===== config.mk =====
export PLATFORM = sky130hd
export DESIGN_NAME = if_stage
export DESIGN_NICKNAME = d
export VERILOG_FILES = /design/src/rtl/if_stage_pkg.sv /design/src/rtl/if_id_reg.sv /design/src/rtl/if_stage.sv
export SDC_FILE = /design/constraint.sdc
export NUM_CORES = 1
export LEC_CHECK = 0
export CELL_PAD_IN_SITES_DETAIL_PLACEMENT = 1
export CELL_PAD_IN_SITES_GLOBAL_PLACEMENT = 2
export CORE_UTILIZATION = 26
export DETAILED_ROUTE_END_ITERATION = 8
export PLACE_DENSITY_LB_ADDON = 0.2
export SYNTH_ARGS = -nofsm -noshare
export SYNTH_HDL_FRONTEND = slang
export SYNTH_SLANG_ARGS = --single-unit

===== constraint.sdc =====
create_clock -name clk -period 4.4 [get_ports clk]
set_input_delay 0.44 -clock clk [delete_from_list [all_inputs] [get_ports clk]]
set_output_delay 0.44 -clock clk [all_outputs]
set_load 0.01 [all_outputs]

===== src/rtl/if_stage_pkg.sv =====
// Shared definitions for the fetch stage and its neighbours.
//   OP_HALT / OP_J : major opcodes (instr[31:26]); ID_stage decodes the same values
//   NOP_INSTR      : word placed in IF/ID on squash or reset
//   if_state_e     : fetch state machine encoding
//   is_halt()      : true when an instruction word carries the HALT opcode
package if_stage_pkg;

  localparam logic [5:0]  OP_HALT   = 6'b111111;
  localparam logic [5:0]  OP_J      = 6'b000010;
  localparam logic [31:0] NOP_INSTR = 32'h0000_0000;

  typedef enum logic {
    ST_FETCH  = 1'b0,
    ST_HALTED = 1'b1
  } if_state_e;

  function automatic logic is_halt(input logic [31:0] instr);
    return instr[31:26] == OP_HALT;
  endfunction

endpackage


===== src/rtl/if_id_reg.sv =====
// IF/ID pipeline register.
//   clk, rst      : clock, synchronous active-high reset
//   hold_i        : keep all contents (ID stall)
//   flush_i       : replace instruction with NOP and drop valid (wrong-path squash)
//   load_i        : capture a fetched instruction with its PC and PC+4
//   instr_i/pc_i/pc_plus4_i : data captured on load
//   instr_o/pc_o/pc_plus4_o/valid_o : contents presented to ID
// Priority is rst > flush > hold > load; an edge with none of them
// inserts a bubble by clearing valid while leaving the data fields alone.
module if_id_reg #(
  parameter logic [31:0] NOP_VAL = 32'h0000_0000
) (
  input  logic        clk,
  input  logic        rst,
  input  logic        hold_i,
  input  logic        flush_i,
  input  logic        load_i,
  input  logic [31:0] instr_i,
  input  logic [31:0] pc_i,
  input  logic [31:0] pc_plus4_i,
  output logic [31:0] instr_o,
  output logic [31:0] pc_o,
  output logic [31:0] pc_plus4_o,
  output logic        valid_o
);

  always_ff @(posedge clk) begin
    if (rst) begin
      instr_o    <= NOP_VAL;
      pc_o       <= 32'h0000_0000;
      pc_plus4_o <= 32'h0000_0000;
      valid_o    <= 1'b0;
    end else if (flush_i) begin
      instr_o <= NOP_VAL;
      valid_o <= 1'b0;
    end else if (hold_i) begin
      // contents frozen while ID is stalled
    end else if (load_i) begin
      instr_o    <= instr_i;
      pc_o       <= pc_i;
      pc_plus4_o <= pc_plus4_i;
      valid_o    <= 1'b1;
    end else begin
      valid_o <= 1'b0;
    end
  end

endmodule


===== src/rtl/if_stage.sv =====
// Instruction fetch stage.
//   clk, rst          : clock, synchronous active-high reset
//   stall             : ID hazard stall; hold PC and IF/ID, issue no request
//   redirect_en/_pc   : taken jump/branch; PC is reloaded, in-flight fetch squashed
//   imem_req/_addr    : fetch request and address (address is the current PC)
//   imem_ready/_rdata : memory accept and same-cycle instruction word
//   instruction, pc_out, pc_plus4, if_valid : IF/ID contents for ID
//   halted            : a HALT has been fetched; no further requests until reset
module if_stage #(
  parameter logic [31:0] PC_RESET  = 32'h0000_0000,
  parameter logic [31:0] NOP_INSTR = if_stage_pkg::NOP_INSTR
) (
  input  logic        clk,
  input  logic        rst,
  input  logic        stall,
  input  logic        redirect_en,
  input  logic [31:0] redirect_pc,
  output logic        imem_req,
  output logic [31:0] imem_addr,
  input  logic        imem_ready,
  input  logic [31:0] imem_rdata,
  output logic [31:0] instruction,
  output logic [31:0] pc_out,
  output logic [31:0] pc_plus4,
  output logic        if_valid,
  output logic        halted
);
  import if_stage_pkg::*;

  if_state_e   state_q, state_d;
  logic [31:0] pc_q, pc_d;
  logic        halted_q, halted_d;
  logic        accept;
  logic        redirect_take;
  logic [31:0] pc_inc;

  assign imem_req      = (state_q == ST_FETCH) & ~stall & ~rst;
  assign imem_addr     = pc_q;
  assign accept        = imem_req & imem_ready;
  // Once halted, the pipeline is draining: a late redirect must not restart fetch.
  assign redirect_take = redirect_en & (state_q == ST_FETCH);
  assign pc_inc        = pc_q + 32'd4;  // wraps modulo 2^32
  assign halted        = halted_q;

  always_comb begin
    state_d  = state_q;
    pc_d     = pc_q;
    halted_d = halted_q;
    if (redirect_take) begin
      pc_d = redirect_pc & ~32'd3;
    end else if (accept) begin
      if (is_halt(imem_rdata)) begin
        // PC parks on the HALT so the address stays meaningful for debug.
        state_d  = ST_HALTED;
        halted_d = 1'b1;
      end else begin
        pc_d = pc_inc;
      end
    end
  end

  always_ff @(posedge clk) begin
    if (rst) begin
      state_q  <= ST_FETCH;
      pc_q     <= PC_RESET;
      halted_q <= 1'b0;
    end else begin
      state_q  <= state_d;
      pc_q     <= pc_d;
      halted_q <= halted_d;
    end
  end

  // Redirect overrides stall, so flush is presented with higher priority than hold.
  if_id_reg #(
    .NOP_VAL(NOP_INSTR)
  ) u_if_id_reg (
    .clk        (clk),
    .rst        (rst),
    .hold_i     (stall),
    .flush_i    (redirect_take),
    .load_i     (accept),
    .instr_i    (imem_rdata),
    .pc_i       (pc_q),
    .pc_plus4_i (pc_inc),
    .instr_o    (instruction),
    .pc_o       (pc_out),
    .pc_plus4_o (pc_plus4),
    .valid_o    (if_valid)
  );

endmodule


==> summary.md, run 1 <==
| Metric | Value |
|---|---|
| Layout cells sized above 1 | `6.06%` |
| Setup CP Type | `primary input to register` |
| Clock-pin slew on the worst setup and hold paths | `0.06 ns` |
| Dpl ws | `1.24 ns` |
| Post-Synthesis Cells | `between 600 and 700` |
| Syn Area/Cell | `8.09 µm²` |
| FF+latch count, synth | `124` |
| Core Area | `between 20000 and 25000 µm²` |
| Post-synth ARST share | `0%` |
| Area delta synth->final | `50.7%` |
| Sequential cell area | `2480 µm²` |
| M1 GR Usage | `22.0%` |
| Met2 usage | `29.4%` |
| DIE WIDTH | `approximately 150 µm` |
| First-pass GRT wire length | `29700 µm` |
| Final worst-path cycle share | `60.9%` |
| Seq/Total Area, Yosys | `46.2%` |
| Num Clock Sinks | `124` |
| Die Y | `146 µm` |
| 1st-pass router iterations | `4` |
| Startpoint Class | `primary input` |
| Starting DRT DRC Count | `230` |
| DP HPWL | `12800 µm` |
| Total vias in the final route | `5210` |
| Area of the multi-input gates | `around 2700 µm²` |
| Actual slew at the worst max-slew pin | `roughly 1.1 ns` |
| Critical Path Slowest Stage Cell | `or4b_4` |
| GRT Total Usage | `between 10% and 20%` |
| Initial antenna violation count | `0` |
| Layout Cells excl Fill | `1111` |
| Max Cap Viol | `0` |
| Ys Warns | `0` |
| CTS buffer count | `17` |
| Initial core utilization | `26.6%` |
| Largest net degree at the start of global routing | `90` |
| Placed cells | `approximately 1100` |
| Worst R2R Setup Slack | `1.79 ns` |
| Average wire per standard cell | `around 17 µm` |
| CP endpoint kind | `register` |
| Post-route ant nets | `0` |
| Die area | `21300 µm²` |
| Port bufs | `about 190` |
| Final Setup Violations | `0` |
| Diode count | `0` |
| DRC viols | `0` |
| Mapped Area | `5380 µm²` |
| H-tree levels | `4` |
| # IOs | `200` |
| Fill cells | `roughly 2400` |
| Routed vias/inst | `4.69` |
| CTS tree | `built` |
| Leakage | `0.00260 µW` |
| Routed WL | `18700 µm` |
| Postcts setup bufs | `0` |
| Outcome | `complete, no violations` |
| Min cycle time layout | `2.68 ns` |
| CTS Buffer Depth | `2` |
| Worst min-delay path category | `register to register` |
| Hold_buf cts | `0` |
| Final max-slew violation count | `0` |
| Synth cell types | `43` |
| WHS | `0.452 ns` |
| Crit path cell chain | `clkdlybuf4s50_1 > or4b_4 > a31oi_4 > nand3_1 > xor2_1 > a211oi_1` |
| Final setup TNS | `0 ns` |
| GRT Max-Usage Layer | `met2` |
| RSZ-0062 raised after global routing | `false` |
| Clk_lat worst skew | `0.43 ns` |
| Worst Path Arrival | `around 3.0 ns` |
| Peak VDD IR | `0.263 mV` |
| CP required | `4.74 ns` |
| Vias in the first global route | `around 5400` |
| CTS Root Cell | `clkbuf_16` |
| GR Overflow Total | `0` |
| Post-synth EDFFs | `0` |
| Num rows | `52` |
| Global placement routability congestion | `0.717` |
| Hold Vio Cnt, Final | `0` |
| Skew final | `0.00662 ns` |
| Max Clk Rate | `0.373 GHz` |
| Pwr Density | `380 nW/µm²` |
| Crit-path max cell delay | `around 0.8 ns` |
| Nets@finish | `about 900` |
| M3 GR Usage | `5.99%` |
| Setup ws final | `~1.7 ns` |
| Post-CTS Resized | `0` |
| CP max FO | `35` |
| Crit path buf inv count | `1` |
| Layout Utilization | `40.1%` |
| Max-slew headroom | `between 20% and 30%` |
| Main flop type after synthesis | `dfxtp_1` |
| Family with the most delay on the worst path | `simple AND/OR/NAND/NOR gates` |
## worst reg2reg max path: stages, from the launching register on
cell	delay (ns)
dfxtp_1	0.52
ha_1	0.29
nand3_1	0.20
nor4_2	0.86
nand4_1	0.21
xor2_1	0.20
a211oi_1	0.24
## power by group
part,switching [µW],internal (µW),total [µW],leakage [µW]
clock network,552,1020,1570,0.000306
logic,135,157,293,0.00129
registers,53.9,1160,1210,0.00101
## placed cells by master, fill, tap and decap left out, types with 9 or more instances in the layout
| master | n |
|---|---|
| nor3_1 | 9 |
| nand4_1 | 18 |
| dfxtp_1 | 124 |
| nand2_1 | 151 |
| clkdlybuf4s50_1 | 190 |
| xnor2_1 | 24 |
| nor2_1 | 71 |
| nand3_1 | 19 |
| a211oi_1 | 44 |
| clkbuf_16 | 17 |
| xor2_1 | 26 |
| a21oi_1 | 67 |
## state kept, by name, indices dropped and copies added (netlist names)
name                    flops
u_if_id_reg.pc_o           30
u_if_id_reg.pc_plus4_o     30
imem_addr                  30
u_if_id_reg.instr_o        32
u_if_id_reg.valid_o         1
halted                      1
## cell families after synthesis
logic type	Yosys count	share of synthesized area [%]
buf+inv	59	5.07
xor+xnor	50	8.14
other cells	1	0.0697
flops	124	46.2
fa+ha+maj	1	0.233
mux	1	0.186
compound gates	131	15.4
simple gates	298	24.7
## area by class of cell
type | instances | share of cell area [%]
clock buffer | 19 | 5.46
clock inverter | 13 | 2.66
inverter | 2 | 0.0926
multi-input combinational | 487 | 32.8
sequential | 124 | 30.6
tap | 270 | 4.17
timing repair buffer | 196 | 24.2
## path summary, 6_finish.rpt
path,from,endpoint,cells after the start
worst max-delay path,stall,imem_addr[18],6
worst min-delay path,u_if_id_reg.instr_o[6],u_if_id_reg.instr_o[6],2
worst max register to register,imem_addr[2],u_if_id_reg.pc_plus4_o[28],6
worst min register to register,u_if_id_reg.instr_o[6],u_if_id_reg.instr_o[6],2
## per-stage QoR
step / total power, µW / area, µm²
after floorplan: 1360 / 5400
after global placement: 1530 / 7450
after detailed placement: 1530 / 7450
after CTS: 3130 / 8110
after global routing: 3210 / 8110
final: 3080 / 8110
## metal layers
layer / up-vias / share of wire, %
met5: - / 0
met4: 0 / 1.5
met3: 16 / 6.9
met2: 136 / 47
met1: 2469 / 44
li1: 2589 / -
## synth_stat cells, types with 2 or more instances
master    number  area (µm²)
clkbuf_1      41         154
dfxtp_1      124        2480
nor4_1         3        18.8
and2_1         2        12.5
and4_1         4        35.0
or3_1          2        12.5
and3_1         5        31.3
a211oi_1      44         330
a21oi_1       67         335
a311oi_1       4        35.0
buf_1          2        7.51
or2_2          2        12.5
xnor2_1       24         210
inv_1          2        7.51
nand2_1      151         567
buf_2          5        25.0
nor4_2         3        37.5
nand2b_1       3        18.8
nand4_1       18         113
o21ai_0        6        30.0
buf_4          6        45.0
nor2_1        72         270
buf_6          3        33.8
xor2_1        26         228
o21ai_1        2        10.0
nor3_1         9        45.0
nand3_1       19        95.1
Power figures use the tool's default switching activity.
==> inputs of run 2 (changes only) <==
--- a/config.mk
+++ b/config.mk
@@ -7,7 +7,7 @@
 export LEC_CHECK = 0
 export CELL_PAD_IN_SITES_DETAIL_PLACEMENT = 1
 export CELL_PAD_IN_SITES_GLOBAL_PLACEMENT = 2
-export CORE_UTILIZATION = 26
+export CORE_UTILIZATION = 22
 export DETAILED_ROUTE_END_ITERATION = 8
 export PLACE_DENSITY_LB_ADDON = 0.2
 export SYNTH_ARGS = -nofsm -noshare
==> constraint.sdc (replaced) <==
create_clock -name clk -period 2.36 [get_ports clk]
set_input_delay 0.236 -clock clk [delete_from_list [all_inputs] [get_ports clk]]
set_output_delay 0.236 -clock clk [all_outputs]
set_load 0.01 [all_outputs]
==> run 2 against run 1 <==
Combinational power rose by 120%. Register-to-register slack got worse by 1.5 ns. Sequential share of layout area fell by 1.2 points. Critical endpoint is now u_if_id_reg.pc_plus4_o[31]. Via count rose by 3.4%. Flip-flop and latch count did not move.
==> summary.md, run 2 (synthesis results as in run 1) <==
| Metric | Value |
|---|---|
| # IOs | `200 (unchanged)` |
| Hold_buf cts | `0 (unchanged)` |
| DRC viols | `0 (unchanged)` |
| Diode count | `0 (unchanged)` |
| Initial antenna violation count | `0 (unchanged)` |
| Layout Utilization | `35.6% (-4.5 points)` |
| Most frequent cells in the layout | `clkdlybuf4s50_1, nand2_1, dfxtp_1, nor2_1, a21oi_1` |
| Clock-pin slew on the worst setup and hold paths | `0.06 ns (about the same)` |
| Nets@finish | `932 (+3.8%)` |
| Final worst-path cycle share | `86.2%` |
| Largest net degree at the start of global routing | `47 (-48%)` |
| CP max FO | `40 (+14%)` |
| H-tree levels | `4 (unchanged)` |
| GRT Total Usage | `16.4% (-1.5 points)` |
| Final setup TNS | `0 ns (unchanged)` |
| Actual slew at the worst max-slew pin | `0.534 ns (-0.560 ns)` |
| Post-CTS Resized | `0 (unchanged)` |
| Commonest non-fill, non-tap cell in the layout | `clkdlybuf4s50_1` |
| Startpoint Class | `register` |
| Final Setup Violations | `0 (unchanged)` |
| Global placement routability congestion | `0.745 (+3.9%)` |
| Initial core utilization | `22.6% (-3.9 points)` |
| Met2 usage | `27.9% (-1.5 points)` |
| Post-route ant nets | `0 (unchanged)` |
| Port bufs | `191 (unchanged)` |
| Hold Vio Cnt, Final | `0 (unchanged)` |
| GRT Max-Usage Layer | `met2` |
| Die area | `25100 µm² (+18%)` |
| Crit path launch | `halted` |
| Vias in the first global route | `5613 (+4.1%)` |
| Outcome | `complete, no violations` |
| Routed vias/inst | `4.51 (-3.8%)` |
| Final max-slew violation count | `0 (unchanged)` |
| Postcts setup bufs | `0 (unchanged)` |
| Worst min-delay path category | `primary input to register` |
| Layout Cells excl Fill | `1194 (+7.5%)` |
| Total power | `5760 µW (+87%)` |
| RR Startpoint | `halted` |
| Num rows | `56 (+7.7%)` |
| Num Clock Sinks | `124 (unchanged)` |
| DP HPWL | `14400 µm (+12%)` |
| Pwr Density | `681 nW/µm² (+79%)` |
| Clk_lat worst skew | `0.42 ns (about the same)` |
| Routed WL | `19900 µm (+6.7%)` |
| Max-slew headroom | `64.1% (+38 points)` |
| M1 GR Usage | `19.9% (-2.1 points)` |
| Total vias in the final route | `5388 (+3.4%)` |
| Min cycle time layout | `2.03 ns` |
| First-pass GRT wire length | `31200 µm (+5.0%)` |
| Worst Path Arrival | `2.34 ns (-0.68 ns)` |
| DIE WIDTH | `158 µm (+8.6%)` |
| Max Cap Viol | `0 (unchanged)` |
| CTS buffer count | `17 (unchanged)` |
| Die Y | `158 µm (+8.6%)` |
| Largest Register | `u_if_id_reg.instr_o` |
| Peak VDD IR | `0.352 mV (+34%)` |
| Area delta synth->final | `57.1%` |
| Skew final | `0.00921 ns (+0.00259 ns)` |
| M3 GR Usage | `5.04% (-0.95 points)` |
| WHS | `0.291 ns (-0.161 ns)` |
| Layout cells sized above 1 | `9.71% (+3.7 points)` |
| CTS Root Cell | `clkbuf_16` |
| RSZ-0062 raised after global routing | `false` |
| Hold Crit Start | `rst` |
| 1st-pass router iterations | `4 (unchanged)` |
| Largest register FFs | `32 (unchanged)` |
| Starting DRT DRC Count | `214 (-7.0%)` |
| Placed cells | `1162 (+7.7%)` |
| Core Area | `23800 µm² (+17%)` |
| Leakage | `0.00279 µW (+7.1%)` |
| Average wire per standard cell | `16.7 µm (-0.70%)` |
| CTS tree | `built` |
| CP required | `2.67 ns (-2.07 ns)` |
| GR Overflow Total | `0 (unchanged)` |
| CP endpoint kind | `register` |
| CTS Buffer Depth | `2 (unchanged)` |
| Max Clk Rate | `slightly below 0.5 GHz` |
| Setup CP Type | `register to register` |
-- run 2: layer usage --
metal / up-vias / routed length, µm
li1: 2648 / -
met1: 2583 / 9030
met2: 143 / 9550
met3: 14 / 1170
met4: 0 / 169
met5: - / 0
-- run 2: metrics by stage --
step	instance area [µm²]	worst slack, ns
3_5_place_dp	7800	-0.0948
3_3_place_gp	7800	-0.0249
2_1_floorplan	5400	0.360
4_1_cts	8450	0.317
5_1_grt	8450	0.121
6_report	8450	0.325
-- run 2: report_power, final --
part	total (µW)	switching (µW)	leakage, µW	internal, µW
Combinational	634	303	0.00147	331
Clock	2900	1020	0.000307	1880
Sequential	2230	67.2	0.00101	2160
-- run 2: area by class of cell --
class                      count  area [µm²]
clock inverter                14         218
fill                        2720       15300
timing repair buffer         230        2250
inverter                       2        7.51
clock buffer                  18         429
multi-input combinational    487        2660
sequential                   124        2480
tap                          319         399
-- run 2: final timing paths --
kind	end	slack (ns)	depth (start not counted)
max	u_if_id_reg.pc_plus4_o[31]	0.33	6
max reg2reg	u_if_id_reg.pc_plus4_o[31]	0.33	6
min	u_if_id_reg.instr_o[30]	0.29	4
min reg2reg	u_if_id_reg.pc_o[9]	0.45	2
-- run 2: critical path, stage by stage, from the launching register on --
cell and delay (ns):
dfxtp_1 0.31, or4b_4 0.57, buf_4 0.28, nor2_4 0.19
buf_12 0.22, nand2_1 0.10, o211a_1 0.23
==> variant (config.mk and constraints of run 2) <==
Make the reset (`rst`) asynchronous in 2 clocked blocks. Comments in the files are not updated.
--- a/src/rtl/if_id_reg.sv
+++ b/src/rtl/if_id_reg.sv
@@ -26,3 +26,3 @@
 
-  always_ff @(posedge clk) begin
+  always_ff @(posedge clk or posedge rst) begin
     if (rst) begin
--- a/src/rtl/if_stage.sv
+++ b/src/rtl/if_stage.sv
@@ -61,3 +61,3 @@
 
-  always_ff @(posedge clk) begin
+  always_ff @(posedge clk or posedge rst) begin
     if (rst) begin
Check against the original RTL: differs if rst is asserted again (counterexample within 4 cycles, from zero or initial values and one cycle with rst high); with rst held inactive, the same outputs for 4 cycles.
==> variant against run 2 <==
Cell area up 4.3%. Non-clock buffer count fell by 1. Setup slack lost 73 ps. Routed wire length up 3.8%. Global-route usage decreased by 0.40 points. Largest cell class is now sequential cells. Synthesized area increased by 7.0%. Utilization decreased by 0.88 points. Maximum frequency shrank 3.5%. Sequential cell count did not move.
Power is not compared: it rests on default switching activity, and its combinational part moved more than twofold at a synthesized area within 25%.
==> variant: results (changes against run 2) <==
* Inverters at 3 (+1)
* Hold path startpoint: imem_rdata[24]
* Cells after synthesis at 645 (-3.0%)
* Worst min path class: in -> reg
* Synth area leaders: dfrtp_1, nand2_1, o21ai_0
* Hold depth at 3 (-1)
* Post-route insts no fill at 1188 (-0.50%)
* First-pass GRT wire length at 32750 um (+5.0%)
* HPWL after DPL at 14820 um (+3.2%)
* Via Count at 5275 (-2.1%)
* Tot GR Track Use at 16.01% (-0.40 points)
* Nets at 915 (-1.8%)
* Ys async rst share at 100.0% (+100 points)
* Clock-cell share at 6.745% (-0.91 points)
* Prevailing post-synth register cell: dfrtp_1
* Routability cong. at 0.7430 (-0.32%)
* Final hold slack at 356.7 ps (+65.72 ps)
* Bufs w/o clock at 229 (-0.43%)
* Mapped Area at 5756 um2 (+7.0%)
* Crit-path slowest cell: dfrtp_1
* Fraction of layout cells with a size suffix above 1 at 9.441% (-0.27 points)
* R2r setup slk at 250 ps (-70 ps)
* Largest stage delay on the critical path at 540 ps (-30 ps)
* Area Overhead vs Synth at 53.09%
* Sequential fraction of the synthesis area at 53.91% (+7.8 points)
* CP max FO at 12 (-70%)
* Post-synth top cells: nand2_1, dfrtp_1, o21ai_0
* Place WS at -146.9 ps (-52.07 ps)
* Register-to-Register Path Depth at 5 (-1)
* Vias in the first global route at 5820 (+3.7%)
* Setup Skew at 9.687 ps (+0.4768 ps)
* Initial DRC count at 247 (+15%)
* P_int at 4857 uW
* R2R Path Start: imem_addr[8]
* Critical Path Sink: imem_addr[24]
* Signal buf overhead at 25.50% (-1.2 points)
* Fillers at 2934 (+7.9%)
* Hold Path Sink: u_if_id_reg.instr_o[24]
* Tcrit/Tclk final at 89.31% (+3.1 points)
* Critical Path AT at 2450 ps (+110 ps)
* Placed cell area at 8217 um2 (+5.3%)
* Status: completed
* Final WL at 20670 um (+3.8%)
* Clock buffer cells at 21 (+3)
* Multi-input gates at 470 (-3.5%)
* Worst-Margin Slew at 1073 ps (+539.3 ps)
* Seq area share at 35.22% (+5.8 points)
* Unique masters post-synth at 41 (-4.7%)
* Largest net degree at the start of global routing at 75 (+60%)
* Fraction of area in multi-input gates at 27.68% (-3.8 points)
* Root Buffer: clkbuf_16
## variant: power groups by stage
stage	sequential, uW	clock [uW]	combinational (uW)
after detailed placement	2660	0	1440
after CTS	2630	2770	1450
after floorplan	2740	0	439
final	2620	2690	1420
after global routing	2670	2880	1550
after global placement	2650	0	1420
## variant: logic make-up after synthesis
logic type,share of synthesized area (%)
xor+xnor,6.239
buf+inv,4.544
fa+ha+maj,0.2174
other cells,0.06515
simple gates,23.48
flops,53.91
compound gates,11.54
## variant: worst reg2reg max path: cells and delay by family, from the launching register on
| family | cells | cell delay (ps) |
|---|---|---|
| flip-flops | 1 | 540 |
| AO/OA/AOI/OAI | 1 | 160 |
| AND/OR/NAND/NOR | 4 | 1340 |
## variant: layer usage
layer | global-route usage [%] | wire length (um)
met5 | 0 | 0
met4 | 5.471 | 303
met1 | 20.31 | 9126
met3 | 3.813 | 953
met2 | 26.56 | 10280
